**src/rtl/sbus_arbiter_pkg.sv**
```systemverilog
// Shared types for the two-master sbus arbiter: grant/response owner encoding
// and the starvation counter width.
package sbus_arbiter_pkg;

  typedef enum logic [1:0] {
    OWN_NONE = 2'd0,
    OWN_M0   = 2'd1,
    OWN_M1   = 2'd2
  } sbus_owner_t;

  localparam int STARVE_W = 4;
  localparam logic [STARVE_W-1:0] STARVE_MAX = '1;

endpackage

```
**src/rtl/sbus.sv**
```systemverilog
// Simple sbus bundle: request fields flow master->slave, data_r/stall flow back.
interface sbus;
  logic        en;
  logic        we;
  logic [1:0]  size;
  logic [31:0] addr;
  logic [31:0] data_w;
  logic [31:0] data_r;
  logic        stall;

  modport master (output en, we, size, addr, data_w, input data_r, stall);
  modport slave  (input en, we, size, addr, data_w, output data_r, stall);
endinterface

```
**src/rtl/sbus_arb_pick.sv**
```systemverilog
// Combinational grant selection: a live lock wins outright, otherwise m1 has
// priority unless m0 has been refused for STARVE_LIMIT cycles.
module sbus_arb_pick
  import sbus_arbiter_pkg::*;
#(
  parameter int STARVE_LIMIT = 4
) (
  input  logic                i_m0_en,
  input  logic                i_m1_en,
  input  logic                i_lock_valid,
  input  sbus_owner_t         i_lock_owner,
  input  logic [STARVE_W-1:0] i_starve_cnt,
  output sbus_owner_t         o_grant
);

  localparam logic [STARVE_W-1:0] LIMIT = STARVE_W'(STARVE_LIMIT);

  logic w_lock_live;
  logic w_starved;

  // A lock whose owner dropped en is dead; arbitration resumes this cycle.
  assign w_lock_live = i_lock_valid &&
                       (((i_lock_owner == OWN_M0) && i_m0_en) ||
                        ((i_lock_owner == OWN_M1) && i_m1_en));
  assign w_starved   = (i_starve_cnt >= LIMIT);

  always_comb begin
    o_grant = OWN_NONE;
    if (w_lock_live) begin
      o_grant = i_lock_owner;
    end else if (i_m0_en && i_m1_en) begin
      o_grant = w_starved ? OWN_M0 : OWN_M1;
    end else if (i_m0_en) begin
      o_grant = OWN_M0;
    end else if (i_m1_en) begin
      o_grant = OWN_M1;
    end
  end

endmodule

```
**src/rtl/sbus_arbiter.sv**
```systemverilog
// Two-master sbus arbiter: fetch (m0) and load/store (m1) share one downstream
// slave; grant is locked across downstream stalls and read data is routed back.
module sbus_arbiter
  import sbus_arbiter_pkg::*;
#(
  parameter int STARVE_LIMIT = 4
) (
  input  logic clk,
  input  logic rst,
  sbus.slave   m0,
  sbus.slave   m1,
  sbus.master  down
);

  logic                r_lock_valid;
  sbus_owner_t         r_lock_owner;
  sbus_owner_t         r_resp_owner;
  logic [STARVE_W-1:0] r_starve_cnt;

  sbus_owner_t w_pick;
  sbus_owner_t w_grant;
  logic        w_accept;
  logic        w_m0_accept;

  sbus_arb_pick #(
    .STARVE_LIMIT (STARVE_LIMIT)
  ) u_pick (
    .i_m0_en      (m0.en),
    .i_m1_en      (m1.en),
    .i_lock_valid (r_lock_valid),
    .i_lock_owner (r_lock_owner),
    .i_starve_cnt (r_starve_cnt),
    .o_grant      (w_pick)
  );

  // Reset gates the grant so the address phase is idle while rst is low.
  assign w_grant     = rst ? w_pick : OWN_NONE;
  assign w_accept    = (w_grant != OWN_NONE) && !down.stall;
  assign w_m0_accept = w_accept && (w_grant == OWN_M0);

  always_comb begin
    down.en     = 1'b0;
    down.we     = 1'b0;
    down.size   = 2'b00;
    down.addr   = 32'h0;
    down.data_w = 32'h0;
    case (w_grant)
      OWN_M0: begin
        down.en     = m0.en;
        down.we     = m0.we;
        down.size   = m0.size;
        down.addr   = m0.addr;
        down.data_w = m0.data_w;
      end
      OWN_M1: begin
        down.en     = m1.en;
        down.we     = m1.we;
        down.size   = m1.size;
        down.addr   = m1.addr;
        down.data_w = m1.data_w;
      end
      default: ;
    endcase
  end

  always_comb begin
    m0.stall = 1'b1;
    m1.stall = 1'b1;
    if (rst) begin
      m0.stall = m0.en ? ((w_grant == OWN_M0) ? down.stall : 1'b1) : 1'b0;
      m1.stall = m1.en ? ((w_grant == OWN_M1) ? down.stall : 1'b1) : 1'b0;
    end
  end

  assign m0.data_r = (r_resp_owner == OWN_M0) ? down.data_r : 32'h0;
  assign m1.data_r = (r_resp_owner == OWN_M1) ? down.data_r : 32'h0;

  always_ff @(posedge clk or negedge rst) begin
    if (!rst) begin
      r_lock_valid <= 1'b0;
      r_lock_owner <= OWN_NONE;
      r_resp_owner <= OWN_NONE;
      r_starve_cnt <= '0;
    end else begin
      r_lock_valid <= (w_grant != OWN_NONE) && down.stall;
      r_lock_owner <= ((w_grant != OWN_NONE) && down.stall) ? w_grant : OWN_NONE;
      r_resp_owner <= w_accept ? w_grant : OWN_NONE;
      if (!m0.en || w_m0_accept) begin
        r_starve_cnt <= '0;
      end else if (r_starve_cnt != STARVE_MAX) begin
        r_starve_cnt <= r_starve_cnt + 1'b1;
      end
    end
  end

endmodule

```
**src/flat_wrapper.sv**
```systemverilog
// flat-port wrapper written by rule: the top's interface ports become plain ports
module sbus_arbiter_flat import sbus_arbiter_pkg::*;
#(
  parameter int STARVE_LIMIT = 4
)
  (clk, rst, m0_en, m0_we, m0_size, m0_addr, m0_data_w, m0_data_r, m0_stall, m1_en, m1_we, m1_size, m1_addr, m1_data_w, m1_data_r, m1_stall, down_en, down_we, down_size, down_addr, down_data_w, down_data_r, down_stall);
  sbus m0_i ();
  sbus m1_i ();
  sbus down_i ();
  input  logic clk;
  input  logic rst;
  input wire logic [$bits(m0_i.en)-1:0] m0_en;
  input wire logic [$bits(m0_i.we)-1:0] m0_we;
  input wire logic [$bits(m0_i.size)-1:0] m0_size;
  input wire logic [$bits(m0_i.addr)-1:0] m0_addr;
  input wire logic [$bits(m0_i.data_w)-1:0] m0_data_w;
  output wire logic [$bits(m0_i.data_r)-1:0] m0_data_r;
  output wire logic [$bits(m0_i.stall)-1:0] m0_stall;
  input wire logic [$bits(m1_i.en)-1:0] m1_en;
  input wire logic [$bits(m1_i.we)-1:0] m1_we;
  input wire logic [$bits(m1_i.size)-1:0] m1_size;
  input wire logic [$bits(m1_i.addr)-1:0] m1_addr;
  input wire logic [$bits(m1_i.data_w)-1:0] m1_data_w;
  output wire logic [$bits(m1_i.data_r)-1:0] m1_data_r;
  output wire logic [$bits(m1_i.stall)-1:0] m1_stall;
  output wire logic [$bits(down_i.en)-1:0] down_en;
  output wire logic [$bits(down_i.we)-1:0] down_we;
  output wire logic [$bits(down_i.size)-1:0] down_size;
  output wire logic [$bits(down_i.addr)-1:0] down_addr;
  output wire logic [$bits(down_i.data_w)-1:0] down_data_w;
  input wire logic [$bits(down_i.data_r)-1:0] down_data_r;
  input wire logic [$bits(down_i.stall)-1:0] down_stall;
  assign m0_i.en = m0_en;
  assign m0_i.we = m0_we;
  assign m0_i.size = m0_size;
  assign m0_i.addr = m0_addr;
  assign m0_i.data_w = m0_data_w;
  assign m0_data_r = m0_i.data_r;
  assign m0_stall = m0_i.stall;
  assign m1_i.en = m1_en;
  assign m1_i.we = m1_we;
  assign m1_i.size = m1_size;
  assign m1_i.addr = m1_addr;
  assign m1_i.data_w = m1_data_w;
  assign m1_data_r = m1_i.data_r;
  assign m1_stall = m1_i.stall;
  assign down_en = down_i.en;
  assign down_we = down_i.we;
  assign down_size = down_i.size;
  assign down_addr = down_i.addr;
  assign down_data_w = down_i.data_w;
  assign down_i.data_r = down_data_r;
  assign down_i.stall = down_stall;
  sbus_arbiter #(.STARVE_LIMIT(STARVE_LIMIT)) u_core (.clk(clk), .rst(rst), .m0(m0_i), .m1(m1_i), .down(down_i));
endmodule
```
**config.mk**
```make
export PLATFORM = sky130hd
export DESIGN_NAME = sbus_arbiter_flat
export DESIGN_NICKNAME = d
export VERILOG_FILES = /design/src/rtl/sbus_arbiter_pkg.sv /design/src/rtl/sbus.sv /design/src/rtl/sbus_arb_pick.sv /design/src/rtl/sbus_arbiter.sv /design/src/flat_wrapper.sv
export SDC_FILE = /design/constraint.sdc
export NUM_CORES = 1
export LEC_CHECK = 0
export CORE_AREA = 2 2 117 119
export CTS_CLUSTER_SIZE = 28
export DETAILED_ROUTE_END_ITERATION = 16
export DIE_AREA = 0 0 119 121
export PLACE_DENSITY = 0.63
export SYNTH_ARGS = -nofsm -noshare
export SYNTH_HDL_FRONTEND = slang
export SYNTH_SLANG_ARGS = --single-unit
```
**constraint.sdc**
```tcl
create_clock -name clk -period 3.1 [get_ports clk]
set_clock_uncertainty 0.1 [all_clocks]
set_input_delay 0.465 -clock clk [delete_from_list [all_inputs] [get_ports clk]]
set_output_delay 0.465 -clock clk [all_outputs]
set_load 0.1 [all_outputs]
```
After elaboration in Yosys (flattened, before gate mapping):

Index checks and enable logic that the tools add are counted.

* $add $sub $neg: 1
* $mul: 0
* div/mod/pow operators: 0
* magnitude comparators: 1
* eq/ne operators: 7
* shift operators: 0
* multiplexer cells: 23
* bitwise operators: 0
* reductions and logical operators: 13

Operator list (count)
* 32-bit one-hot mux with 2 select lines: 2
* 32-bit 2-to-1 mux: 2
* 2-bit 2-to-1 mux: 8
* 4-bit 2-to-1 mux: 2
* 1-bit logical AND: 7
* 2-bit by 1-bit == test with 1-bit output, second input constant: 3
* 2-bit == test, second input constant: 3
* 1-bit 2-to-1 mux: 6
* 4-bit by 1-bit adder with 4-bit output, second input constant: 1
* 4-bit by 3-bit >= comparator with 1-bit output, second input constant: 1
* 4-bit != test, second input constant: 1
* 1-bit one-hot mux with 2 select lines: 2
* 2-bit one-hot mux with 2 select lines: 1
* 2-bit nonzero test: 2
* 1-bit zero test: 2
* 1-bit logical OR: 2

* register bits after elaboration: 9
* bits in latches: 0
* memory bits (writable): 0
* bits in read-only memories: 0
* input port bits: 171
* output and inout bits: 134
* word-level logic and storage cells: 49
* memories kept: 0

Depth between registers and ports, before layout:

Gate-level depths: netlist (run 1).

* depth in word-level cells: 11
* mapped depth: 10
* gate-level depth less buffers: 7

Cells and area by module:

Synthesis (run 1) repeated with hierarchy kept, for this count alone.

* cell total of the unflattened synthesis: 282
* area total of the unflattened synthesis: 1893.1 µm²

Modules (own cells, without submodules)
* sbus_arbiter: instances 1, cells an instance 274, area an instance 1843.0 µm²
* sbus_arb_pick: instances 1, cells an instance 8, area an instance 50.0 µm²

Least setup slack after synthesis (run 1):

OpenSTA, ideal clock, no wires.

* kind: register to output
* start point: register u_core.r_starve_cnt[2]
* end point: output port down_addr[21]
* data arrival time: 3.103 ns
* required time: 2.535 ns
* path slack: -0.568 ns
* cell stages (with the launch flop): 10
* buffers on the path: 4
* cells stage by stage: dfrtp_1 -> buf_6 -> a211oi_2 -> o32ai_2 -> or2_1 -> ha_1 -> buf_2 -> buf_2 -> clkbuf_1 -> nor2_1

* cells in the longest elaborated chain, start to end: 7
* elaborated cells on any way between the ends: 8

Ends and longest elaborated chain
* start, declared: RTL line sbus_arbiter.sv:18 `logic [STARVE_W-1:0] r_starve_cnt;`
* start signal, assigned: RTL line sbus_arbiter.sv:91 `r_starve_cnt <= r_starve_cnt + 1'b1;`
* 4-bit by 3-bit >= comparator with 1-bit output (*): RTL line sbus_arb_pick.sv:25 `assign w_starved = (i_starve_cnt >= LIMIT);`
* 2-bit 2-to-1 mux (*): RTL line sbus_arb_pick.sv:32 `o_grant = w_starved ? OWN_M0 : OWN_M1;`
* 2-bit 2-to-1 mux (*): RTL line sbus_arb_pick.sv:31 `end else if (i_m0_en && i_m1_en) begin`
* 2-bit 2-to-1 mux (*): RTL line sbus_arb_pick.sv:29 `if (w_lock_live) begin`
* 2-bit 2-to-1 mux (*): RTL line sbus_arbiter.sv:37 `assign w_grant = rst ? w_pick : OWN_NONE;`
* 2-bit == test / 2-bit by 1-bit == test with 1-bit output (equally long branches): RTL line sbus_arbiter.sv:47 `case (w_grant)`
* 32-bit one-hot mux with 2 select lines (*): RTL line sbus_arbiter.sv:47
* end, declared: RTL line flat_wrapper.sv:29 `output wire logic [$bits(down_i.addr)-1:0] down_addr;`

Mark *: on every way between the ends. The rest lies on a longest branch, timed or not.

Worst setup path after layout (run 1):

* start point: input port m1_en
* end point: output port down_data_w[30]

* cells in the longest elaborated chain, start to end: 7
* elaborated cells on any way between the ends: 12

Ends and longest elaborated chain
* start, declared: RTL line flat_wrapper.sv:19 `input wire logic [$bits(m1_i.en)-1:0] m1_en;`
* 2-bit 2-to-1 mux / 1-bit logical AND (equally long branches): RTL line sbus_arb_pick.sv:35, sbus_arb_pick.sv:24
* 2-bit 2-to-1 mux / 1-bit logical OR (equally long branches): RTL line sbus_arb_pick.sv:33, sbus_arb_pick.sv:23
* 2-bit 2-to-1 mux / 1-bit logical AND (equally long branches): RTL line sbus_arb_pick.sv:31, sbus_arb_pick.sv:22
* 2-bit 2-to-1 mux (*): RTL line sbus_arb_pick.sv:29
* 2-bit 2-to-1 mux (*): RTL line sbus_arbiter.sv:37
* 2-bit == test / 2-bit by 1-bit == test with 1-bit output (equally long branches): RTL line sbus_arbiter.sv:47
* 32-bit one-hot mux with 2 select lines (*): RTL line sbus_arbiter.sv:47
* end, declared: RTL line flat_wrapper.sv:30 `output wire logic [$bits(down_i.data_w)-1:0] down_data_w;`

Marked as above.

==> metrics.txt, run 1 <==
vias in the first global route=3426; setup_tns=0 ps; Unique masters post-synth=33; Reg-to-Reg End=u_core.r_starve_cnt[3]$_DFFE_PN0P_; area grow syn2layout=269%; Post-synth EDFFs=0; WP data required=2530 ps; Initial Util=14.3%; footprint of the multi-input gates=1740 um2; fraction of layout cells with a size suffix above 1=36.8%; clock buffer depth=2; die width=119 um; H-tree Lvls=1; Routed WL=approximately 14000 um; crit path capture=down_data_w[30]; Rows=42; cts bufs inserted=3; I/O pins=305; final RePlAce weighted congestion=0.819; Total Routing Usage GR=between 15 and 20%; leakage power total=2.58 nW; Max Transition Viols Final=0; Die H=~120 um; endpoints failing hold=0; n_diodes=0; Crit Path Category=in2out; Final setup violation count=0; FFs w/ async S/R, synth=100%; min-delay worst type=in2async; synthesized cell area=1870 um2; CP arrival=2460 ps; peak fanout along the critical path=37; wire per inst=17.9 um; worst reg2reg path startpoint=u_core.r_starve_cnt[2]$_DFFE_PN0P_; Detail Route Antenna Nets=0; via-per-instance ratio=4.44; Worst Setup End Kind=output port; synthesized net count=roughly 460; fill count=around 1100; fin crit share=97.7%; FF/Latch Area=between 200 and 250 um2; FF+latch count, synth=9; Port Buffer Count=roughly 300; cell taking the most area after synthesis=a22oi_1; Core Area=13100 um2; R2R setup slack=660 ps; global-route wire length before repair=19600 um; count leader, synth=nor2_1; Residual DRC=0; RSZ-0062 raised after global routing=yes; Final Critical Period=3030 ps; detailed placement HPWL=11500 um; final core occ=52.7%; Slew @ Worst Pin=566 ps; fmax=330 MHz; Synth top area share=27.3%; # clock sinks=9; ys flop type=dfrtp_1; Max-slew headroom=62.0%; post-synthesis sequential area ratio=12.1%; cells after synthesis=between 200 and 300; maximum number of pins on one net before global-route repair=45; most frequent cells after synthesis=73 x nor2_1, 68 x a22oi_1, 64 x and2_1; clock root cell=clkbuf_16; via count=3377; outcome=finished clean; Worst-Skew Late Latency=230 ps; nets=761; DRT iter0 DRCs=105; peak supply drop=0.000135 V; crit start category=input pin; Crit. Startpoint=m1_en; TritonRoute pass-1 iters=5; synth warn=0; CTS clock-pin slew for the worst setup and hold paths=40 ps; GRT Residual Overflow=0; Synth Area per Inst=about 6.5 um2; Max-Cap Viols=0; Worst Reg-to-Reg Cells=8; initial antenna violation count=1; Die ar.=14400 um2; Cell Pwr Density=220 nW/um2; CTS tree=built; Area contributors post-synth=a22oi_1 27%, and2_1 21%, nor2_1 15%
timing repair:
item,4_1_cts,5_1_grt
pin swaps,0,3
hold buffers,0,0
gates resized for setup,1,20
hold endpoints to repair,0,0
gates cloned,0,1
setup endpoints to repair,1,62
setup buffers,0,2
critical path, stage by stage:
cell and delay, ps:
clkdlybuf4s50_1 500, nor3b_2 210, o221ai_2 140, and3_4 210, ha_4 280, buf_12 200, nor2_1 230, buf_12 210
power breakdown:
group | leakage [nW] | internal, mW | switching (mW)
Sequential | 0.122 | 0.124 | 0.00816
Clock | 0.0382 | 0.172 | 0.0547
Combinational | 2.42 | 0.499 | 0.658
sequential cells by signal, indices dropped and copies added (netlist names):
register             flops
u_core.r_lock_owner      2
u_core.r_lock_valid      1
u_core.r_resp_owner      2
u_core.r_starve_cnt      4
cells by family after synthesis:
logic type	after synthesis	synth area share, %
buffers and inverters	34	8.51
AO/OA/AOI/OAI	75	30.9
flip-flops	9	12.1
multiplexers	1	0.536
AND/OR/NAND/NOR	162	44.8
adder cells (fa/ha/maj)	4	2.68
XOR/XNOR	1	0.469
area by class of cell:
class | instances | share of cell area (%)
clock buffers | 4 | 1.14
inverters | 3 | 0.163
multi-input cells | 243 | 25.2
well taps | 176 | 3.19
repair buffers | 326 | 67.1
flip-flops and latches | 9 | 3.26
layout by cell type (no fill, tap or decap), drive strengths merged:
cell type	instances
a211oi	1
a22oi	68
a31oi	1
and2	64
and2b	1
and3	1
and4	1
and4b	1
buf	155
clkbuf	5
clkdlybuf4s50	170
dfrtp	9
ha	4
inv	3
mux2i	1
nand2	5
nand2b	1
nand3	3
nand4b	1
nor2	74
nor2b	3
nor3	2
nor3b	3
nor4	1
o21ai	2
o221ai	1
o31ai	1
o32ai	1
or2	1
xnor2	1
metrics by stage:
stage	area (um2)	total power, mW	std cells	worst slack [ps]	hold slack, ps
after floorplan	2030	0.715	286	-402	69.4
after global placement	6710	1.26	754	43.3	452
after detailed placement	6710	1.27	754	3.88	502
after CTS	6790	1.51	758	4.60	494
after global routing	6900	1.57	761	-23.8	520
final	6900	1.52	761	72.6	497
worst min-delay path by stage:
stage / endpoint / from / depth (start not counted)
3_3_place_gp: u_core.r_starve_cnt[1]$_DFFE_PN0P_ / u_core.r_starve_cnt[1]$_DFFE_PN0P_ / 2
2_1_floorplan: u_core.r_lock_owner[0]$_DFF_PN0_ / rst / 0
5_1_grt: u_core.r_starve_cnt[2]$_DFFE_PN0P_ / rst / 2
4_1_cts: u_core.r_starve_cnt[2]$_DFFE_PN0P_ / rst / 2
6_report: u_core.r_starve_cnt[2]$_DFFE_PN0P_ / rst / 2
3_5_place_dp: u_core.r_starve_cnt[0]$_DFFE_PN0P_ / u_core.r_starve_cnt[0]$_DFFE_PN0P_ / 2
routing by layer:
layer,global-route usage (%),wire (um)
met1,18.9,4900
met2,33.1,7220
met3,6.02,1410
met4,1.86,56
met5,0,13
Power figures use the tool's default switching activity.
==> run 2: changes to the inputs <==
CORE_AREA = 2 2 119 121   (was 2 2 117 119)
DIE_AREA = 0 0 121 123   (was 0 0 119 121)
PLACE_DENSITY = 0.61   (was 0.63)
clock period = 3.9 ns   (was 3.1 ns; I/O delays follow)
==> metrics.txt, run 2 (synthesis gave the netlist of run 1 again) <==
outcome=finished clean; I/O pins=305; Final setup violation count=0; fill count=between 1000 and 1500; Initial Util=13.7%; most frequent cells in the layout=170 x clkdlybuf4s50_1, 73 x nor2_1, 72 x buf_12; die width=roughly 120 um; DRT iter0 DRCs=157; Port Buffer Count=around 300; worst setup margin=349 ps; n_diodes=0; CTS tree=built; RSZ-0062 raised after global routing=no; commonest non-fill, non-tap cell in the layout=clkdlybuf4s50_1; detailed placement HPWL=9920 um; Largest Register=u_core.r_starve_cnt; via count=3240; worst reg2reg path startpoint=u_core.r_starve_cnt[2]$_DFFE_PN0P_; via-per-instance ratio=4.31; crit start category=input pin; Cell Pwr Density=about 190 nW/um2; endpoints failing hold=0; Die H=123 um; TritonRoute pass-1 iters=4; Final Critical Period=3550 ps; initial antenna violation count=0; nets=approximately 750; DP Worst Slack=329 ps; setup_tns=0 ps; vias in the first global route=3190; Crit. Startpoint=m0_en; final RePlAce weighted congestion=around 0.73; clock root cell=clkbuf_16; Rows=43; H-tree Lvls=1; critical path's top delay family=buffers and inverters; Total Routing Usage GR=14.2%; max reg flops=4; Slew @ Worst Pin=~580 ps; Die ar.=14900 um2; CTS Hold Buffers Added=0; CTS clock-pin slew for the worst setup and hold paths=40 ps; leakage power total=2.32 nW; cts bufs inserted=3; CP peak stage delay=approximately 540 ps; Cell Chain, Critical Path=clkdlybuf4s50_1 -> inv_1 -> o32ai_2 -> or2_1 -> ha_2 -> buf_4 -> a22oi_1 -> nor2_1 -> buf_12; Worst Setup End Kind=output port; fraction of layout cells with a size suffix above 1=26.9%; peak supply drop=0.000115 V; area grow syn2layout=205%; Worst path slowest cell=clkdlybuf4s50_1; Max Transition Viols Final=0; WP data required=3210 ps; Worst-Skew Late Latency=240 ps; min-delay worst type=reg2reg; GRT Residual Overflow=0; footprint of the multi-input gates=1490 um2; Routed WL=11800 um; # clock sinks=9; clock buffer depth=2; FF/Latch Area=about 230 um2; # resized after CTS=0; Crit Path Category=in2out; global-route wire length before repair=16800 um; fmax=282 MHz; Hold Crit Start=u_core.r_starve_cnt[0]$_DFFE_PN0P_; fin crit share=91.0%; Core Area=13600 um2; Buf/Inv on CP=4; CP arrival=roughly 2900 ps; Post CTS Setup Buffer Count=0; Max-slew headroom=61.0%; Max-Cap Viols=0; wire per inst=about 16 um; Residual DRC=0; maximum number of pins on one net before global-route repair=45; peak fanout along the critical path=25; Detail Route Antenna Nets=0; Largest regs=u_core.r_starve_cnt (4), u_core.r_lock_owner (2), u_core.r_resp_owner (2)
[run 2: changes by cell type in the layout (fill, tap and decap cells not counted), moves of 2 or more]
cell / delta
buf_12: -67
buf_4: +55
nor2_1: +43
nor2_2: -24
nor2_4: -19
a22oi_1: +4
a22oi_2: -4
ha_2: +2
ha_4: -2
[run 2: metal layers]
| layer | track usage, % | vias up | part of all wire, % |
|---|---|---|---|
| met2 | 27.2 | 201 | 52 |
| met1 | 15.8 | 1455 | 37 |
| met3 | 3.97 | 13 | 10 |
| met5 | 0 | - | 0 |
| li1 | - | 1571 | - |
| met4 | 2.47 | 0 | 1.3 |
[run 2: layout make-up]
type                       instances  share of cell area [%]
clock buffer                       4                    1.38
timing repair buffer             313                    64.4
sequential                         9                    3.95
inverter                           3                   0.197
multi-input combinational        243                    26.1
tap                              180                    3.95
[run 2: path summary, 6_finish.rpt]
path                            depth (start not counted)                            endpoint  slack (ps)
worst max-delay path                                    9                      down_data_w[2]         350
worst min-delay path                                    2  u_core.r_starve_cnt[0]$_DFFE_PN0P_         520
worst max register to register                          8  u_core.r_starve_cnt[2]$_DFFE_PN0P_        1250
worst min register to register                          2  u_core.r_starve_cnt[0]$_DFFE_PN0P_         520
max in group asynchronous                               2    u_core.r_resp_owner[1]$_DFF_PN0_        2940
min in group asynchronous                               2  u_core.r_starve_cnt[3]$_DFFE_PN0P_         600
[run 2: per-stage QoR]
stage	power, mW	std cells	util (%)	hold slack [ps]	instance area, um2
after floorplan	0.539	286	-	189	1870
after global placement	0.910	748	41.3	452	5630
after detailed placement	0.917	748	41.3	518	5630
after CTS	1.10	752	41.9	525	5710
after global routing	1.13	752	41.9	555	5710
final	1.09	752	41.9	520	5710
[run 2: power by group]
| part | internal, mW | leakage (nW) | switching (mW) | total [mW] |
|---|---|---|---|---|
| clock | 0.137 | 0.0382 | 0.0453 | 0.182 |
| combinational | 0.331 | 2.16 | 0.475 | 0.806 |
| sequential | 0.0986 | 0.122 | 0.00621 | 0.105 |
[run 2: worst min-delay path, delay by kind of cell, from the launching register on]
| kind | cells | cell delay [ps] |
|---|---|---|
| xor+xnor | 1 | 140 |
| flops | 1 | 400 |
| simple gates | 1 | 40 |
